$ cat config.mk
export PLATFORM = sky130hd
export DESIGN_NAME = arbitro_banco
export DESIGN_NICKNAME = d
export VERILOG_FILES = /design/src/rtl/arbitro_banco.sv
export SDC_FILE = /design/constraint.sdc
export NUM_CORES = 1
export LEC_CHECK = 0
export BUFFER_PORTS_ARGS = -buffer_cell sky130_fd_sc_hd__buf_4
export CAP_MARGIN = 25
export CORE_UTILIZATION = 49
export CTS_CLUSTER_SIZE = 10
export DETAILED_ROUTE_END_ITERATION = 10
export PLACE_DENSITY = 0.93
export SLEW_MARGIN = 30
export SYNTH_ARGS = -nofsm -noshare
export SYNTH_HDL_FRONTEND = slang
export SYNTH_SLANG_ARGS = --single-unit
$ cat constraint.sdc
create_clock -name clock_i -period 4 [get_ports clock_i]
set_input_delay 1.2 -clock clock_i [delete_from_list [all_inputs] [get_ports clock_i]]
set_output_delay 1.2 -clock clock_i [all_outputs]
set_load 0.05 [all_outputs]
$ cat src/rtl/arbitro_banco.sv
// rtl/arbitro_banco.sv - two-requester arbiter in front of a 4x8 register bank
// Optional fixed priority (requester 0 wins on contention): ARBITRO_PRIORIDADE_FIXA_EN
module arbitro_banco (
  input  logic       clock_i,
  input  logic       reset_ni,
  input  logic [1:0] req_i,
  input  logic [1:0] wr_i,
  input  logic [1:0] addr0_i,
  input  logic [1:0] addr1_i,
  input  logic [7:0] wdata0_i,
  input  logic [7:0] wdata1_i,
  input  logic [7:0] banco_valorSaida_i,
  output logic [1:0] gnt_o,
  output logic [1:0] ack_o,
  output logic [7:0] rdata_o,
  output logic       banco_sinal_o,
  output logic [1:0] banco_registrador_o,
  output logic [7:0] banco_valorEscrita_o,
  output logic [7:0] colisoes_o
);

  typedef enum logic [1:0] {
    OCIOSO   = 2'd0,
    ACESSO   = 2'd1,
    RESPOSTA = 2'd2
  } estado_t;

  estado_t    estado_q, estado_d;
  logic       venc_q, venc_d;
  logic       wr_q, wr_d;
  logic [1:0] addr_q, addr_d;
  logic [7:0] wdata_q, wdata_d;
  logic [7:0] rdata_q, rdata_d;
  logic [7:0] colisoes_q, colisoes_d;
  logic       ultimo_q, ultimo_d;
  logic       venc;
  logic [1:0] gnt;
  logic [1:0] ack;
  logic       sinal;

  // Winner for the current request pattern; only used when req_i != 0.
  always_comb begin
`ifdef ARBITRO_PRIORIDADE_FIXA_EN
    venc = ~req_i[0];
`else
    venc = (req_i == 2'b11) ? ~ultimo_q : req_i[1];
`endif
  end

  always_comb begin
    estado_d   = estado_q;
    venc_d     = venc_q;
    wr_d       = wr_q;
    addr_d     = addr_q;
    wdata_d    = wdata_q;
    rdata_d    = rdata_q;
    colisoes_d = colisoes_q;
    ultimo_d   = ultimo_q;
    gnt        = 2'b00;
    ack        = 2'b00;
    sinal      = 1'b0;
    case (estado_q)
      OCIOSO: begin
        if (req_i != 2'b00) begin
          estado_d = ACESSO;
          venc_d   = venc;
          ultimo_d = venc;
          wr_d     = venc ? wr_i[1] : wr_i[0];
          addr_d   = venc ? addr1_i : addr0_i;
          wdata_d  = venc ? wdata1_i : wdata0_i;
          if (req_i == 2'b11 && colisoes_q != 8'hFF) begin
            colisoes_d = colisoes_q + 8'd1;
          end
        end
      end
      ACESSO: begin
        estado_d = RESPOSTA;
        gnt      = venc_q ? 2'b10 : 2'b01;
        sinal    = wr_q;
        if (!wr_q) begin
          rdata_d = banco_valorSaida_i;
        end
      end
      RESPOSTA: begin
        estado_d = OCIOSO;
        ack      = venc_q ? 2'b10 : 2'b01;
      end
      default: estado_d = OCIOSO;
    endcase
  end

  always_ff @(posedge clock_i or negedge reset_ni) begin
    if (!reset_ni) begin
      estado_q   <= OCIOSO;
      venc_q     <= 1'b0;
      wr_q       <= 1'b0;
      addr_q     <= 2'd0;
      wdata_q    <= 8'd0;
      rdata_q    <= 8'd0;
      colisoes_q <= 8'd0;
      ultimo_q   <= 1'b1;
    end else begin
      estado_q   <= estado_d;
      venc_q     <= venc_d;
      wr_q       <= wr_d;
      addr_q     <= addr_d;
      wdata_q    <= wdata_d;
      rdata_q    <= rdata_d;
      colisoes_q <= colisoes_d;
      ultimo_q   <= ultimo_d;
    end
  end

  // Address/data registers only change on a grant, so they hold between accesses.
  assign gnt_o                = gnt;
  assign ack_o                = ack;
  assign rdata_o              = rdata_q;
  assign banco_sinal_o        = sinal;
  assign banco_registrador_o  = addr_q;
  assign banco_valorEscrita_o = wdata_q;
  assign colisoes_o           = colisoes_q;

endmodule

==> flow_metrics.tcl, run 1 <==
set metrics [dict create \
    status "finished clean" \
    maxSlewHeadroom_pct 51.8 \
    cts_inserted_buffers 5 \
    via_count 1131 \
    drt_iter0_markers 14 \
    htree_levels 2 \
    use_met2_pct 39.4 \
    layout_common_cells "buf_4, dfrtp_1, nor2_1, a21oi_1, mux2_2" \
    syn-num-nets 153 \
    fin_crit_sh_pct 65.3 \
    io_buffers 64 \
    viasPerCell 5.19 \
    grt-ovfl-total 0 \
    grt_max_degree 32 \
    r2r_cells 4 \
    min_path_type "flop to flop" \
    firstDrtPassIters 4 \
    ctsHoldBuffers 0 \
    maxSlewViolCount 0 \
    cts_resized 0 \
    syn_area_um2 1370 \
    layout_commonest_cell "buf_4" \
    ios 65 \
    antenna_found_initial 0 \
    netlist.area_leader.share_pct 54.8 \
    critical_path_class "flop to primary output" \
    p_sw_share_pct 51.3 \
    internal_power_mw 0.859 \
    ir_drop_v 0.000790 \
    r2r_setup_slack_ns 2.38 \
    yosysWarnings 0 \
    timing.rr.end "banco_valorEscrita_o[1]$_DFFE_PN0P_" \
    coreArea_um2 2570 \
    crit_path_top_delay_cell "dfrtp_1" \
    diodes 0 \
    max_cap_violations 0 \
    start_kind "flop" \
    cts_max_path_buffers 2 \
    clk_pin_slew_ns 0.10 \
    synth-edff-count 0 \
    r2r-start "estado_q[1]$_DFFE_PN0P_" \
    max_stage_delay_ns 0.41 \
    drc_errors 0 \
    cp-end-kind "primary output" \
    cts_root_buf "clkbuf_4" \
    ys_seq_area_share_pct 56.7 \
    ys_ff_latch 31 \
    power_density_nw_per_um2 915 \
    arrival_ns 1.41 \
    synth_top_cell_by_area "dfrtp_1" \
    power.switching_mw 0.905 \
    ant_nets 0 \
    path_buf_inv 2 \
    routedWlPerCell_um 14.2 \
    min_to "rdata_o[4]$_DFFE_PN0P_" \
    tritoncts "yes" \
    nFillCells 195 \
    cts.sinks 31 \
    setup_tns_ns 0 \
    fin_total_pwr_mw 1.76 \
    avgSynthCellArea_um2 11.6 \
    clkPwrFrac_pct 9.7 \
    routed_wl_mm 3.09 \
    p_leak_nw 0.927 \
    met3_usage_pct 11.1 \
    power_frac_comb_pct 58.3 \
    grt_setup_unrepaired "false" \
    die_area_um2 3010 \
    die_w_um 54.9 \
    finalSetupViolations 0 \
    async_reset_ff_share_pct 100 \
    crit_path_cell_trace "or2b_1 -> inv_1 -> and2_1 -> buf_4" \
    grt_pass1_wl_mm 4.57 \
    hp-start "rdata_o[4]$_DFFE_PN0P_" \
    hold_depth 1 \
    finalHoldViolCount 0 \
    cpLargestDelayFamily "flip-flops" \
    cp.required_ns 2.80 \
    gp_congestion 0.724 \
    drive_gt1_share_pct 46.8 \
    finalClockSkew_ns 0.00710 \
    worst_pin_slew_ns 0.722 \
    grt.busiest_layer "met2" \
    netlist_top_cells_area "dfrtp_1, mux2_2, mux2i_1" \
    dp.final_hpwl_mm 2.36 \
    nNetsFinal 222 \
    fin_crit_ns 2.61 \
    initial_core_util_pct 53.4 \
    grtUsageTotal_pct 22.9 \
    rows 18 \
    clock_latency_ns 0.33 \
    fmax_mhz 383 \
    sequentialPowerShare_pct 32.0 \
    cp_num_cells 4 \
    grt_pass1_vias 986 \
    ys_types 27 \
    post_cts_buffers 0 \
    area_growth_pct 40.7 \
    ys.flop_type "dfrtp_1" \
    die_y_um 54.9 \
    crit_fanout 5 \
    grt_util_met1_pct 25.0 \
    synthCells 118 \
]
-- state kept, by name, indices dropped and copies added, names as in the netlist --
signal                count
banco_valorEscrita_o      8
venc_q                    1
rdata_o                   8
colisoes_o                8
banco_registrador_o       2
ultimo_q                  1
estado_q                  2
wr_q                      1
-- how the worst max path moves through the flow --
stage                                           to  slack, ns                     from
2_1_floorplan                             ack_o[1]       1.23       venc_q$_DFFE_PN0P_
3_3_place_gp   banco_valorEscrita_o[3]$_DFFE_PN0P_       1.58                 req_i[1]
3_5_place_dp                      wr_q$_DFFE_PN0P_       1.50                 req_i[1]
4_1_cts                              banco_sinal_o       1.36  estado_q[1]$_DFFE_PN0P_
5_1_grt                              banco_sinal_o       1.29  estado_q[1]$_DFFE_PN0P_
6_report                             banco_sinal_o       1.39  estado_q[0]$_DFFE_PN0P_
-- per-layer routing --
layer	routed length (um)	vias to the layer above
met3	257	3
met5	0	-
met1	1220	531
li1	-	552
met4	19	0
met2	1590	45
-- worst register-to-register path: cells and delay by family (launching register included) --
kind / cells / cell delay, ns
flops: 1 / 0.42
compound gates: 2 / 0.79
simple gates: 2 / 0.32
-- metrics by stage --
stage	hold WS [ns]	cells	worst slack [ns]	area (um2)	util [%]
finish	0.514	218	1.39	1930	75.1
global route	0.536	218	1.29	1930	75.1
CTS	0.519	218	1.36	1930	75.1
detailed placement	0.497	210	1.50	1880	73.1
global placement	0.492	210	1.58	1880	73.1
floorplan	0.504	118	1.23	1370	-
-- final cells by class --
| cell class | instances | area, um2 | area share (%) |
|---|---|---|---|
| flip-flops and latches | 31 | 777 | 40.3 |
| well taps | 30 | 37.5 | 1.95 |
| multi-input cells | 81 | 564 | 29.3 |
| clock inverters | 1 | 5.00 | 0.260 |
| inverters | 3 | 11.3 | 0.584 |
| repair buffers | 65 | 488 | 25.3 |
| clock buffers | 7 | 45.0 | 2.34 |
-- synthesized netlist by cell type (2+ instances only) --
library cell and number:
nand4_1 3, mux2i_1 11, dfrtp_1 30, nor2_1 16, a21oi_1 14, nor3b_1 2
xnor2_1 3, nand2_1 5, mux2_2 12, buf_2 2, inv_1 3, o21ai_0 2
-- cell families after synthesis --
kind of cell / after synthesis / synth area share (%)
compound gates: 21 / 8.59
xor+xnor: 3 / 1.92
fa+ha+maj: 1 / 0.913
buf+inv: 6 / 2.10
flops: 31 / 56.7
mux: 23 / 17.9
simple gates: 33 / 11.9
-- power groups by stage --
stage	clock [mW]	sequential, mW	combinational (mW)
finish	0.172	0.564	1.03
global route	0.192	0.583	1.09
CTS	0.176	0.565	1.03
detailed placement	0	0.570	1.03
global placement	0	0.557	1.00
floorplan	0	0.953	0.331
Power figures use the tool's default switching activity.
==> run 2, diff against run 1 <==
--- a/config.mk
+++ b/config.mk
@@ -7,10 +7,10 @@
 export LEC_CHECK = 0
 export BUFFER_PORTS_ARGS = -buffer_cell sky130_fd_sc_hd__buf_4
 export CAP_MARGIN = 25
-export CORE_UTILIZATION = 49
+export CORE_UTILIZATION = 45
 export CTS_CLUSTER_SIZE = 10
 export DETAILED_ROUTE_END_ITERATION = 10
-export PLACE_DENSITY = 0.93
+export PLACE_DENSITY = 0.87
 export SLEW_MARGIN = 30
 export SYNTH_ARGS = -nofsm -noshare
 export SYNTH_HDL_FRONTEND = slang
==> constraint.sdc (replaced) <==
create_clock -name clock_i -period 2.7 [get_ports clock_i]
set_input_delay 0.81 -clock clock_i [delete_from_list [all_inputs] [get_ports clock_i]]
set_output_delay 0.81 -clock clock_i [all_outputs]
set_load 0.05 [all_outputs]
==> flow_metrics.tcl, run 2 (synthesis gave the netlist of run 1 again) <==
set metrics [dict create \
    layout_commonest_cell "buf_4" \
    gp_congestion 0.810 \
    crit_fanout 5 \
    r2r-start "estado_q[0]$_DFFE_PN0P_" \
    start_kind "flop" \
    diodes 0 \
    ant_nets 0 \
    timing.rr.end "banco_valorEscrita_o[6]$_DFFE_PN0P_" \
    r2r_cells 4 \
    power.switching_mw 1.33 \
    rows 19 \
    grt_setup_unrepaired "false" \
    r2r_setup_slack_ns 1.05 \
    cts_root_buf "clkbuf_4" \
    nFillCells 213 \
    drc_errors 3 \
    sequentialPowerShare_pct 31.3 \
    dp.final_hpwl_mm 2.30 \
    regArea_um2 777 \
    die_y_um 57.2 \
    die_area_um2 3270 \
    fin_cells 219 \
    initial_core_util_pct 48.4 \
    fin_total_pwr_mw 2.66 \
    internal_power_mw 1.32 \
    fin_crit_sh_pct 82.6 \
    power_density_nw_per_um2 1360 \
    io_buffers 64 \
    arrival_ns 1.42 \
    crit_start "estado_q[0]$_DFFE_PN0P_" \
    ctsHoldBuffers 0 \
    status "finished with violations" \
    routedWlPerCell_um 13.8 \
    cp.required_ns 1.89 \
    finalClockSkew_ns 0.00554 \
    fin_crit_ns 2.23 \
    ios 65 \
    clk_pin_slew_ns 0.10 \
    coreArea_um2 2830 \
    p_leak_nw 0.936 \
    via_count 1138 \
    routed_wl_mm 3.03 \
    cts.sinks 31 \
    grt_max_degree 32 \
    layout_setup_ws_ns 0.470 \
    place_ws_ns 0.725 \
    cts_max_path_buffers 2 \
    grt-ovfl-total 0 \
    post_cts_buffers 0 \
    dp.cells 211 \
    multi_input_area_um2 564 \
    antenna_found_initial 0 \
    finalSetupViolations 0 \
    area_growth_pct 42.2 \
    worst_pin_slew_ns 0.716 \
    cts_resized 0 \
    p_sw_share_pct 50.2 \
    firstDrtPassIters 7 \
    finalHoldViolCount 0 \
    drt_iter0_markers 57 \
    nNetsFinal 222 \
    violations "design-rule violations" \
    critical_path_class "flop to primary output" \
    min_path_type "input pin to async pin" \
    max_cap_violations 0 \
    cts_inserted_buffers 5 \
    grt_pass1_vias 1171 \
    clock_latency_ns 0.32 \
    maxSlewViolCount 0 \
    die_w_um 57.2 \
    ir_drop_v 0.000617 \
    power_frac_comb_pct 57.1 \
    viasPerCell 5.20 \
    layout_common_cells "buf_4, dfrtp_1, nor2_1, a21oi_1, mux2_2" \
    fmax_mhz 449 \
    drive_gt1_share_pct 47.3 \
    htree_levels 2 \
    grt_pass1_wl_mm 4.95 \
    maxSlewHeadroom_pct 52.3 \
    setup_tns_ns 0 \
    cp-end-kind "primary output" \
    grtUsageTotal_pct 20.4 \
    clkPwrFrac_pct 11.6 \
    tritoncts "yes" \
]
-- run 2: cell types whose count changed in the layout (fill, tap and decap cells not counted), sizes merged --
cell	previous run	this run
clkbuf	7	8
clkinv	1	0
-- run 2: power by group through the flow --
stage	Clock (mW)	Sequential (mW)	Combinational, mW
floorplan	0	1.41	0.491
global placement	0	0.823	1.50
detailed placement	0	0.841	1.53
CTS	0.314	0.833	1.53
global route	0.336	0.863	1.60
finish	0.308	0.832	1.52
-- run 2: cell type report --
type | instances | share of cell area, %
Tap cell | 31 | 1.99
Clock buffer | 8 | 3.53
Inverter | 3 | 0.578
Multi-Input combinational cell | 81 | 29.0
Sequential cell | 31 | 39.9
Timing Repair Buffer | 65 | 25.0
-- run 2: worst max path at each step --
stage	slack [ns]	to
after floorplan	0.32	ack_o[1]
after detailed placement	0.72	colisoes_o[6]$_DFFE_PN0P_
after CTS	0.46	banco_sinal_o
after global placement	0.77	colisoes_o[6]$_DFFE_PN0P_
final	0.47	banco_sinal_o
after global routing	0.39	banco_sinal_o
-- run 2: metal layers --
| layer | share of wire (%) | track usage, % |
|---|---|---|
| met4 | 3.1 | 13.9 |
| met5 | 0 | 0 |
| met1 | 40 | 22.3 |
| met2 | 53 | 35.6 |
| met3 | 4.1 | 4.08 |
-- run 2: stage by stage --
stage | utilization [%] | instance area, um2 | hold slack, ns
4_1_cts | 68.9 | 1950 | 0.395
3_3_place_gp | 66.4 | 1880 | 0.493
2_1_floorplan | - | 1370 | 0.504
3_5_place_dp | 66.4 | 1880 | 0.497
6_report | 68.9 | 1950 | 0.398
5_1_grt | 68.9 | 1950 | 0.404
-- run 2: worst max-delay path: stages (launching register included) --
cell,delay (ns)
dfrtp_1,0.41
or2b_1,0.30
inv_1,0.08
and2_1,0.12
buf_4,0.19
==> run 3, diff against run 2 <==
--- a/config.mk
+++ b/config.mk
@@ -5,12 +5,13 @@
 export SDC_FILE = /design/constraint.sdc
 export NUM_CORES = 1
 export LEC_CHECK = 0
+export ABC_AREA = 1
 export BUFFER_PORTS_ARGS = -buffer_cell sky130_fd_sc_hd__buf_4
 export CAP_MARGIN = 25
-export CORE_UTILIZATION = 45
+export CORE_UTILIZATION = 47
 export CTS_CLUSTER_SIZE = 10
 export DETAILED_ROUTE_END_ITERATION = 10
-export PLACE_DENSITY = 0.87
+export PLACE_DENSITY = 0.88
 export SLEW_MARGIN = 30
 export SYNTH_ARGS = -nofsm -noshare
 export SYNTH_HDL_FRONTEND = slang
==> constraint.sdc (replaced) <==
create_clock -name clock_i -period 2.3 [get_ports clock_i]
set_input_delay 0.69 -clock clock_i [delete_from_list [all_inputs] [get_ports clock_i]]
set_output_delay 0.69 -clock clock_i [all_outputs]
set_load 0.05 [all_outputs]
==> flow_metrics.tcl, run 3 <==
set metrics [dict create \
    status "finished clean" \
    diodes 0 \
    finalHoldViolCount 0 \
    crit_path_cell_trace "clkinv_1 -> nor2_1 -> buf_4" \
    fmax_mhz 497 \
    syn-num-nets 219 \
    fin_cells 296 \
    grt_setup_unrepaired "false" \
    critical_path_class "flop to primary output" \
    async_reset_ff_share_pct 100 \
    ys_top_cells_by_count "nand2_1, dfrtp_1, nor2_1" \
    postPlaceCellArea_um2 2020 \
    layout_commonest_cell "buf_4" \
    routedWlPerCell_um 11.0 \
    fin_crit_sh_pct 87.6 \
    rows 20 \
    cpLargestDelayFamily "buffers and inverters" \
    clkPwrFrac_pct 11.6 \
    netlist_top_cells_area "dfrtp_1, nand2_1, o21ai_1" \
    initial_core_util_pct 49.5 \
    cts_resized 0 \
    coreArea_um2 3050 \
    r2r-start "ultimo_q$_DFFE_PN1P_" \
    ios 65 \
    synthCells 184 \
    cts.sinks 31 \
    tritoncts "yes" \
    power.switching_mw 1.62 \
    maxSlewViolCount 0 \
    crit_start "wr_q$_DFFE_PN0P_" \
    synth_top_cell_by_area "dfrtp_1" \
    internal_power_mw 1.48 \
    firstDrtPassIters 4 \
    clk_pin_slew_ns 0.10 \
    max_cap_violations 0 \
    r2r_setup_slack_ns 0.80 \
    avgSynthCellArea_um2 8.21 \
    ys_ff_latch 31 \
    setup_tns_ns 0 \
    cp-end-kind "primary output" \
    via_count 1414 \
    grt_pass1_wl_mm 5.46 \
    ys_seq_area_share_pct 51.4 \
    die_area_um2 3450 \
    grt-ovfl-total 0 \
    io_buffers 64 \
    ant_nets 0 \
    max_stage_delay_ns 0.36 \
    routed_wl_mm 3.25 \
    ys_types 25 \
    grtUsageTotal_pct 21.6 \
    crit_fanout 10 \
    grt_max_degree 32 \
    power_frac_comb_pct 57.7 \
    finalClockSkew_ns 0.00843 \
    dp.cells 288 \
    cp.required_ns 1.61 \
    path_buf_inv 2 \
    min_path_type "input pin to async pin" \
    die_w_um 58.7 \
    p_sw_share_pct 52.2 \
    dp.final_hpwl_mm 2.44 \
    cts_root_buf "clkbuf_4" \
    crit_path_top_delay_cell "dfrtp_1" \
    netlist.area_leader.share_pct 49.7 \
    grt_pass1_vias 1317 \
    clock_latency_ns 0.34 \
    drive_gt1_share_pct 34.5 \
    ctsHoldBuffers 0 \
    stdcell_area_um2 2090 \
    start_kind "flop" \
    htree_levels 2 \
    syn_area_um2 1510 \
    hold_slack_ns 0.263 \
    p_leak_nw 1.08 \
    antenna_found_initial 0 \
    drt_iter0_markers 56 \
    fin_crit_ns 2.01 \
    die_y_um 58.7 \
    layout_common_cells "buf_4, nand2_1, dfrtp_1, nor2_1, o21ai_1" \
    power_density_nw_per_um2 1490 \
    ir_drop_v 0.000751 \
    yosysMostFrequentCell "nand2_1" \
    maxSlewHeadroom_pct 72.6 \
    synth-edff-count 0 \
    yosysWarnings 0 \
    cts_max_path_buffers 2 \
    area_growth_pct 38.2 \
    arrival_ns 1.32 \
    finalSetupViolations 0 \
    ys.flop_type "dfrtp_1" \
    gp_congestion 0.792 \
    viasPerCell 4.78 \
    nNetsFinal 286 \
    sequentialPowerShare_pct 30.7 \
    cts_inserted_buffers 5 \
    post_cts_buffers 0 \
    worst_pin_slew_ns 0.410 \
    drc_errors 0 \
]
-- run 3: cell count changes after synthesis, moves of 11 or more --
cell,previous run,this run
nand3_1,1,13
a21oi_1,14,0
nand2_1,5,62
mux2i_1,11,0
mux2_2,12,0
o21ai_1,0,18
-- run 3: through the flow --
| stage | worst slack (ns) | util, % | power, mW |
|---|---|---|---|
| 6_report | 0.286 | 68.4 | 3.11 |
| 4_1_cts | 0.277 | 68.4 | 3.12 |
| 2_1_floorplan | 0.125 | - | 2.24 |
| 5_1_grt | 0.177 | 68.4 | 3.30 |
| 3_3_place_gp | 0.635 | 66.2 | 2.73 |
| 3_5_place_dp | 0.556 | 66.2 | 2.76 |
-- run 3: logic make-up (layout without fill, tap and decap cells) --
logic type	count (synthesis)	in the layout	share of synthesized area, %
AO/OA/AOI/OAI	24	24	8.20
XOR/XNOR	3	3	1.74
adder cells (fa/ha/maj)	1	1	0.828
buffers and inverters	18	86	5.79
flip-flops	31	31	51.4
AND/OR/NAND/NOR	107	107	32.0
-- run 3: routing by layer --
| metal | GRT usage, % | routed length [um] | up-vias |
|---|---|---|---|
| met1 | 25.5 | 1420 | 649 |
| met2 | 36.5 | 1620 | 40 |
| met5 | 0 | 0 | - |
| li1 | - | - | 720 |
| met4 | 8.50 | 51 | 0 |
| met3 | 7.25 | 160 | 5 |
-- run 3: path summary, 6_finish.rpt --
check,endpoint,depth (start not counted)
setup / recovery,banco_sinal_o,3
setup reg to reg,banco_valorEscrita_o[3]$_DFFE_PN0P_,5
min in group clock_i,rdata_o[7]$_DFFE_PN0P_,2
hold reg to reg,rdata_o[7]$_DFFE_PN0P_,2
max in group asynchronous,ultimo_q$_DFFE_PN1P_,1
hold / removal,colisoes_o[7]$_DFFE_PN0P_,1
-- run 3: area by class of cell --
type	instances	area [um2]
clock buffer	8	68.8
fill	259	963
inverter	13	53.8
multi-input combinational	135	647
sequential	31	777
tap	44	55.1
timing repair buffer	65	488
-- run 3: power groups by stage --
stage               logic, mW  registers, mW  clock network [mW]
floorplan               0.647           1.60                   0
detailed placement       1.81          0.956                   0
global route             1.92          0.975               0.396
global placement         1.78          0.948                   0
finish                   1.79          0.952               0.361
CTS                      1.81          0.947               0.368
